**src/rtl/move_commit_ctrl.sv**
```systemverilog
// Board owner and click-to-move controller: select, await move mask, then commit or reject.
// Mask sampled MASK_WAIT cycles after selection; commit takes one cycle; move_done/illegal are registered pulses.
module move_commit_ctrl #(
    parameter int MASK_WAIT = 2
) (
    input  logic                  clk,
    input  logic                  rst,
    input  logic                  click_valid,
    input  logic [5:0]            click_square,
    input  logic [63:0]           possible_moves,
    output logic [3:0]            selected_figure,
    output logic [5:0]            position,
    output logic [7:0][7:0][3:0]  board,
    output logic                  turn,
    output logic                  sel_active,
    output logic                  move_done,
    output logic                  illegal,
    output logic [3:0]            captured,
    output logic                  game_over
);

    localparam int CW = (MASK_WAIT < 2) ? 1 : $clog2(MASK_WAIT + 1);
    localparam logic [CW-1:0] CNT_INIT = CW'(MASK_WAIT);
    localparam logic [CW-1:0] CNT_ONE  = CW'(1);

    typedef enum logic [1:0] {IDLE, WAIT, SELECTED, COMMIT} state_t;

    function automatic logic is_own(input logic [3:0] code, input logic t);
        if (t)
            return (code >= 4'd7) && (code <= 4'd12);
        return (code >= 4'd1) && (code <= 4'd6);
    endfunction

    function automatic logic [7:0][7:0][3:0] start_board();
        logic [7:0][7:0][3:0] b;
        b = '0;
        for (int c = 0; c < 8; c++) begin
            b[6][c] = 4'd1;
            b[1][c] = 4'd7;
        end
        b[7] = {4'd4, 4'd2, 4'd3, 4'd6, 4'd5, 4'd3, 4'd2, 4'd4};
        b[0] = {4'd10, 4'd8, 4'd9, 4'd12, 4'd11, 4'd9, 4'd8, 4'd10};
        return b;
    endfunction

    state_t        state, nxt;
    logic [CW-1:0] cnt;
    logic [63:0]   mask_q;
    logic [5:0]    dst_q;

    logic [3:0] click_piece;
    logic [5:0] mask_idx;
    logic       click_en, click_own, click_hit, click_same;
    logic       do_select, do_deselect, do_illegal, do_sample, do_dst;
    logic [3:0] moved_piece, dst_old;

    assign click_piece = board[click_square[5:3]][click_square[2:0]];
    assign mask_idx    = 6'd63 - click_square;
    assign click_en    = click_valid && !game_over;
    assign click_own   = is_own(click_piece, turn);
    assign click_hit   = mask_q[mask_idx];
    assign click_same  = (click_square == position);
    assign dst_old     = board[dst_q[5:3]][dst_q[2:0]];

    // Pawns reaching the far rank always promote to a queen.
    always_comb begin
        moved_piece = selected_figure;
        if (selected_figure == 4'd1 && dst_q[5:3] == 3'd0)
            moved_piece = 4'd5;
        else if (selected_figure == 4'd7 && dst_q[5:3] == 3'd7)
            moved_piece = 4'd11;
    end

    always_ff @(posedge clk or posedge rst) begin
        if (rst)
            state <= IDLE;
        else
            state <= nxt;
    end

    always_comb begin
        nxt = state;
        case (state)
            IDLE:     if (click_en && click_own) nxt = WAIT;
            WAIT:     if (cnt == CNT_ONE) nxt = (possible_moves == '0) ? IDLE : SELECTED;
            SELECTED: if (click_en) begin
                          if (click_same)     nxt = IDLE;
                          else if (click_own) nxt = WAIT;
                          else if (click_hit) nxt = COMMIT;
                      end
            COMMIT:   nxt = IDLE;
            default:  nxt = IDLE;
        endcase
    end

    always_comb begin
        do_select   = 1'b0;
        do_deselect = 1'b0;
        do_illegal  = 1'b0;
        do_sample   = 1'b0;
        do_dst      = 1'b0;
        sel_active  = (state == WAIT) || (state == SELECTED);
        case (state)
            IDLE: if (click_en) begin
                      do_select  = click_own;
                      do_illegal = !click_own;
                  end
            WAIT: if (cnt == CNT_ONE) begin
                      do_sample   = 1'b1;
                      do_illegal  = (possible_moves == '0);
                      do_deselect = (possible_moves == '0);
                  end
            SELECTED: if (click_en) begin
                          if (click_same)     do_deselect = 1'b1;
                          else if (click_own) do_select   = 1'b1;
                          else if (click_hit) do_dst      = 1'b1;
                          else                do_illegal  = 1'b1;
                      end
            default: ;
        endcase
    end

    always_ff @(posedge clk or posedge rst) begin
        if (rst) begin
            board           <= start_board();
            selected_figure <= '0;
            position        <= '0;
            turn            <= 1'b0;
            move_done       <= 1'b0;
            illegal         <= 1'b0;
            captured        <= '0;
            game_over       <= 1'b0;
            cnt             <= '0;
            mask_q          <= '0;
            dst_q           <= '0;
        end else begin
            illegal   <= do_illegal;
            move_done <= (state == COMMIT);
            if (do_select) begin
                position        <= click_square;
                selected_figure <= click_piece;
                cnt             <= CNT_INIT;
            end else if (state == WAIT) begin
                cnt <= cnt - CNT_ONE;
            end
            if (do_sample)
                mask_q <= possible_moves;
            if (do_deselect)
                selected_figure <= '0;
            if (do_dst)
                dst_q <= click_square;
            if (state == COMMIT) begin
                board[dst_q[5:3]][dst_q[2:0]]       <= moved_piece;
                board[position[5:3]][position[2:0]] <= '0;
                captured        <= dst_old;
                game_over       <= game_over || (dst_old == 4'd6) || (dst_old == 4'd12);
                turn            <= !turn;
                selected_figure <= '0;
            end
        end
    end

endmodule

```
**config.mk**
```make
export PLATFORM = sky130hd
export DESIGN_NAME = move_commit_ctrl
export DESIGN_NICKNAME = d
export VERILOG_FILES = /design/src/rtl/move_commit_ctrl.sv
export SDC_FILE = /design/constraint.sdc
export NUM_CORES = 1
export LEC_CHECK = 0
export ABC_AREA = 0
export CORE_ASPECT_RATIO = 0.75
export CORE_MARGIN = 4
export CORE_UTILIZATION = 50
export DETAILED_ROUTE_END_ITERATION = 8
export PLACE_DENSITY = 0.8
export SETUP_SLACK_MARGIN = 0.1
export SLEW_MARGIN = 20
export SYNTH_ARGS = -nofsm -noshare
export SYNTH_HDL_FRONTEND = slang
export SYNTH_SLANG_ARGS = --single-unit
export TNS_END_PERCENT = 1
```
**constraint.sdc**
```tcl
create_clock -name clk -period 41.1 [get_ports clk]
set_clock_uncertainty 0.05 [all_clocks]
set_input_delay 12.33 -clock clk [delete_from_list [all_inputs] [get_ports clk]]
set_output_delay 12.33 -clock clk [all_outputs]
set_load 0.005 [all_outputs]
```
==> results of run 1 <==
[worst max path at each step]
stage                     slack, ns  cells after the start                   end
after CTS                     24.86                     12  dst_q[1]$_DFFE_PP0P_
final                         24.85                     12  dst_q[1]$_DFFE_PP0P_
after floorplan               19.17                      1  board[0]$_DFFE_PP0P_
after global placement        24.47                     12  dst_q[2]$_DFFE_PP0P_
after global routing          24.63                     12  dst_q[1]$_DFFE_PP0P_
after detailed placement      24.30                     12  dst_q[1]$_DFFE_PP0P_
[area by class of cell]
class	instances	area (µm²)
Fill cell	2918	13200
Multi-Input combinational cell	1421	9680
Sequential cell	348	8790
Timing Repair Buffer	377	3690
Clock buffer	51	1050
Tap cell	504	631
Clock inverter	12	213
Inverter	6	30.0
[report_power, final]
group	internal, mW	leakage (nW)	switching, mW
Clock	0.215	0.619	0.144
Sequential	0.417	4.45	0.0944
Combinational	0.194	4.25	0.296
[layout by cell type, fill, tap and decap left out, types with 21 or more instances in the layout]
cell               n
buf_4             29
nor4_1            21
nand3_1           97
clkbuf_16         37
a21oi_1          182
mux4_2            80
clkdlybuf4s50_1  343
nand2_1          169
a211oi_1          25
dfrtp_1          287
mux2i_1           80
o21ai_0           35
nand4_1           32
a22oi_1           90
dfstp_2           59
nor2_1           365
mux2_2            73
[registers in the layout, indices dropped and copies added, names as in the netlist]
register	cells
state	2
turn	1
move_done	1
game_over	1
board	256
cnt	2
position	6
illegal	1
dst_q	6
selected_figure	4
mask_q	64
captured	4
[logic make-up after synthesis]
kind of cell | count (synthesis) | synth area share, %
AND/OR/NAND/NOR | 744 | 17.1
AO/OA/AOI/OAI | 418 | 14.0
flip-flops | 348 | 46.3
multiplexers | 245 | 18.9
buffers and inverters | 139 | 3.00
XOR/XNOR | 9 | 0.416
adder cells (fa/ha/maj) | 5 | 0.330
[through the flow]
step / setup WS, ns / power, mW
2_1_floorplan: 19.17 / 0.738
3_3_place_gp: 24.47 / 0.964
3_5_place_dp: 24.30 / 0.979
4_1_cts: 24.86 / 1.34
5_1_grt: 24.63 / 1.40
6_report: 24.85 / 1.36
[worst max-delay path, cell delays in order]
cell and delay, ns:
buf_4 0.21, buf_4 0.79, mux4_2 0.61, mux2_2 0.28, o221ai_1 0.18, a311oi_1 0.15
or3_1 0.49, nor3_2 0.30, nor4b_4 0.10, nor3_2 0.31, and3_1 0.46, mux2_4 0.34
[metal layers]
layer	vias up	GRT usage [%]	part of all wire (%)
li1	7576	-	-
met1	8981	51.3	37
met2	1643	52.9	42
met3	288	15.6	17
met4	0	13.5	4.6
met5	-	0	0
==> results.json, run 1 <==
{
  "post-cts-setup-buffer-count": 0,
  "hold_path_end": "captured[0]$_DFFE_PP0P_",
  "max_freq_mhz": 61.5,
  "final_net_count": 2268,
  "n_antenna_cell": 0,
  "placed_cells_incl_taps": 2656,
  "timing.reg2reg.worst_path_depth": 10,
  "crit_path_max_fanout": 54,
  "count_of_yosys_warnings_during_synthesis": 0,
  "leading_cell_types_by_total_area_after_synthesis": "dfrtp_1, mux4_2, dfstp_2",
  "syn-num-nets": 1986,
  "r2r-start": "dst_q[5]$_DFFE_PP0P_",
  "r2r_setup_slack_ns": 36.72,
  "core.rowCount": 61,
  "synth.ff_latch_count": 348,
  "synth.yosys.seq_area_share_pct": 46.3,
  "antenna_violations_before_repair": 0,
  "cp-startpoint": "click_square[3]",
  "grt_pass1_wl_um": 116000,
  "synth_top_cell_by_area": "dfrtp_1",
  "grt_start_max_net_pins": 109,
  "cts.htree.levels": 2,
  "placement.cell_area_mm2": 0.0228,
  "slew_viol_final": 0,
  "setup-violations-final": 0,
  "route.antenna.remaining_nets": 0,
  "critPathKind": "in2reg",
  "min_delay_path_depth": 2,
  "cts-hold-fix-buffers": 0,
  "startpoint_type_of_the_worst_setup_path": "primary input",
  "final.setup.tns_ns": 0,
  "remaining_drc_errors": 0,
  "detailedRoute.firstPassIterationCount": 6,
  "core_mm2": 0.0372,
  "vias": 18500,
  "drive_gt1_share_pct": 15.4,
  "initial_core_util_pct": 50.9,
  "route.detailed.vias_per_inst": 6.80,
  "cellLeakagePower_nw": 9.31,
  "instances_no_fill": 2719,
  "syn_inst": 1908,
  "worst_ep_arrival_time_ns": 16.61,
  "detailed_placement_hpwl_um": 54900,
  "postSynth.topFlopCell": "dfrtp_1",
  "gp_weighted_congestion": 1.03,
  "timing.hold.ws_ns": 0.452,
  "final_core_utilization_pct": 64.7,
  "period_minus_slack_ns": 16.25,
  "synth.lib_cells_used.distinct": 59,
  "port_bufs": 347,
  "yosysTopAreaCellShare_pct": 38.1,
  "drt_iter0_drc": 3237,
  "hold_violations": 0,
  "cap_viol_max_count": 0,
  "pin_count": 348,
  "height_of_the_chip_um": 177,
  "hold_path.startpoint": "captured[0]$_DFFE_PP0P_",
  "outcome": "completed",
  "die_area_mm2": 0.0411,
  "min-delay-path-class": "reg2reg",
  "wl_per_cell_um": 28.8,
  "global_route.usage.total_pct": 37.2,
  "avgSynthCellArea_um2": 9.94,
  "clockBufferDepth": 3,
  "syn_to_final_growth_pct": 27.1,
  "clk-insertion-delay-late_ns": 0.54,
  "yosys.cell_count.top_type": "nor2_1",
  "asyncSetResetFlopFracSynth_pct": 100,
  "syn-cell-area_mm2": 0.0190,
  "vias_in_the_first_global_route": 18100,
  "grt_overflow": 0,
  "design_area_mm2": 0.0241,
  "tritoncts": "done",
  "clk_transition_reported_paths_ns": 0.06,
  "layout_worst_path_cycle_share_pct": 39.5,
  "routed_wirelength_um": 78200,
  "r2r_end": "game_over$_DFFE_PP0P_",
  "power_per_cell_area_mw_per_mm2": 56.5,
  "synth_enable_flop_cells": 0,
  "worst_ir_drop_vdd_mv": 0.0353,
  "cts_resized": 0,
  "critPathRequiredTime_ns": 41.47,
  "dieWidth_um": 233,
  "cts-buffers-inserted": 36,
  "worst_pin_slew_ns": 1.17,
  "timing.slew.headroom_pct": 22.2,
  "setup_repair_after_global_routing_missed_its_margin": "no",
  "clockRootBuffer": "clkbuf_16",
  "timing.critical_path.to_type": "flip-flop",
  "cts_sinks": 348,
  "synth_common_cells": "nor2_1, dfrtp_1, a21oi_1, nand2_1, nand3_1"
}
(Power assumes the default switching activity.)
==> inputs of run 2 (changes only) <==
clock period = 17 ns   (was 41.1 ns; I/O delays follow)
==> run 2 against run 1 <==
The run now ends with design-rule violations left; wire length increased by 0.47%; combinational power up 140%; sequential cell count unchanged; power up 140%; clock-buffer cell count increased by 5; clock power up 130%; critical path depth is the same; hold slack improved by 0.00066 ns; die area did not move; final area shrank 0.32%; critical path type unchanged.
==> results.json, run 2 (synthesis gave the netlist of run 1 again) <==
{
  "cellLeakagePower_nw": 9.27,
  "worst_ir_drop_vdd_mv": 0.0759,
  "fin_total_pwr_mw": 3.24,
  "port_bufs": 347,
  "cts-buffers-inserted": 37,
  "cap_viol_max_count": 0,
  "setup_slack_ns": 7.95,
  "dieWidth_um": 233,
  "detailedRoute.firstPassIterationCount": 9,
  "design_area_mm2": 0.0240,
  "pin_count": 348,
  "height_of_the_chip_um": 177,
  "worst_ep_arrival_time_ns": 9.43,
  "hold_violations": 0,
  "final_net_count": 2269,
  "global_route.usage.total_pct": 37.2,
  "clockBufferDepth": 3,
  "routed_wirelength_um": 78600,
  "setup-violations-final": 0,
  "max_freq_mhz": 111,
  "vias": 18700,
  "slew_viol_final": 0,
  "startpoint_type_of_the_worst_setup_path": "primary input",
  "core_mm2": 0.0372,
  "grt_start_max_net_pins": 134,
  "timing.slew.headroom_pct": 23.6,
  "core.rowCount": 61,
  "grt_overflow": 0,
  "route.antenna.remaining_nets": 0,
  "largestRegisters": "board x256, mask_q x64",
  "min-delay-path-class": "reg2reg",
  "crit_path_max_fanout": 54,
  "filler_cell_count": 2937,
  "gp_weighted_congestion": 1.00,
  "register_with_the_highest_flop_count": "board",
  "period_minus_slack_ns": 9.05,
  "largest_register_ffs": 256,
  "detailed_placement_hpwl_um": 54800,
  "antenna_violations_before_repair": 2,
  "timing.critical_path.to_type": "flip-flop",
  "final.setup.tns_ns": 0,
  "cts_sinks": 348,
  "critPathKind": "in2reg",
  "initial_core_util_pct": 50.9,
  "syn_to_final_growth_pct": 26.7,
  "clockRootBuffer": "clkbuf_16",
  "outcome": "finished, violations left",
  "grt.met2_usage_pct": 53.6,
  "layout_worst_path_cycle_share_pct": 53.2,
  "layout_common_cells": "nor2_1, clkdlybuf4s50_1, dfrtp_1, a21oi_1, nand2_1",
  "cts_resized": 0,
  "clk-insertion-delay-late_ns": 0.55,
  "remaining_drc_errors": 47,
  "cts-hold-fix-buffers": 0,
  "layout.cells.most_common": "nor2_1",
  "grt.met3_usage_pct": 14.8,
  "grt_pass1_wl_um": 116000,
  "setup_repair_after_global_routing_missed_its_margin": "no",
  "failed_checks": "design-rule violations",
  "drive_gt1_share_pct": 15.3,
  "use_met1_pct": 51.6,
  "wl_per_cell_um": 28.8,
  "route.detailed.vias_per_inst": 6.87,
  "power_per_cell_area_mw_per_mm2": 135,
  "detailedPlace.worstSlack_ns": 7.48,
  "worst_pin_slew_ns": 1.14,
  "instances_no_fill": 2725,
  "drt_iter0_drc": 3420,
  "post-cts-setup-buffer-count": 0,
  "critPathRequiredTime_ns": 17.38,
  "die_area_mm2": 0.0411,
  "clk_transition_reported_paths_ns": 0.06,
  "tritoncts": "done",
  "placed_cells_incl_taps": 2656,
  "routing_layer_with_the_top_usage_in_global_route": "met2",
  "cts.htree.levels": 2,
  "vias_in_the_first_global_route": 18100,
  "placement.cell_area_mm2": 0.0228
}
-- run 2: cell types whose count changed in the layout (fill, tap and decap cells not counted), sizes merged --
cell	change
bufinv	-5
clkbuf	+5
clkinv	+1
diode	+3
inv	+2
-- run 2: area by class of cell --
cell class	instances	area (µm²)	share of cell area, %
inverter	6	30.0	0.125
clock buffer	56	1100	4.58
sequential	348	8790	36.6
timing repair buffer	377	3680	15.3
antenna	3	7.51	0.0313
clock inverter	10	88.8	0.370
multi-input combinational	1421	9680	40.3
tap	504	631	2.63
-- run 2: routing by layer --
metal,part of all wire [%],wire (µm)
met5,0.038,30
met4,4.4,3480
met3,16,12500
met2,42,33100
met1,38,29500
-- run 2: worst max-delay path, stage by stage --
cell and delay, ns:
buf_4 0.21, buf_4 0.78, mux4_2 0.59, mux2_2 0.28, o221ai_1 0.20, a311oi_1 0.16
or3_1 0.49, nor3_2 0.30, nor4b_4 0.11, nor3_2 0.33, and3_1 0.46, mux2_4 0.34
-- run 2: report_power, final --
part	internal [mW]	switching (mW)
combinational	0.469	0.721
sequential	1.01	0.230
clock	0.464	0.350
-- run 2: final timing paths --
path                       cells past startpoint                    from                             end  slack (ns)
setup / recovery                              12         click_square[3]            dst_q[0]$_DFFE_PP0P_        7.95
hold / removal                                 1  mask_q[17]$_DFFE_PP0P_          mask_q[17]$_DFFE_PP0P_        0.45
setup reg to reg                               9    dst_q[3]$_DFFE_PP0P_           game_over$_DFFE_PP0P_       12.52
hold reg to reg                                1  mask_q[17]$_DFFE_PP0P_          mask_q[17]$_DFFE_PP0P_        0.45
max in group asynchronous                      3                     rst  selected_figure[0]$_DFFE_PP0P_       10.05
min in group asynchronous                      2                     rst          board[158]$_DFFE_PP0P_        5.11
-- run 2: per-stage QoR --
stage          utilization (%)  hold slack [ns]
2_1_floorplan                -            0.417
3_3_place_gp              61.3            0.433
3_5_place_dp              61.3            0.437
4_1_cts                   64.4            0.451
5_1_grt                   64.4            0.467
6_report                  64.5            0.453
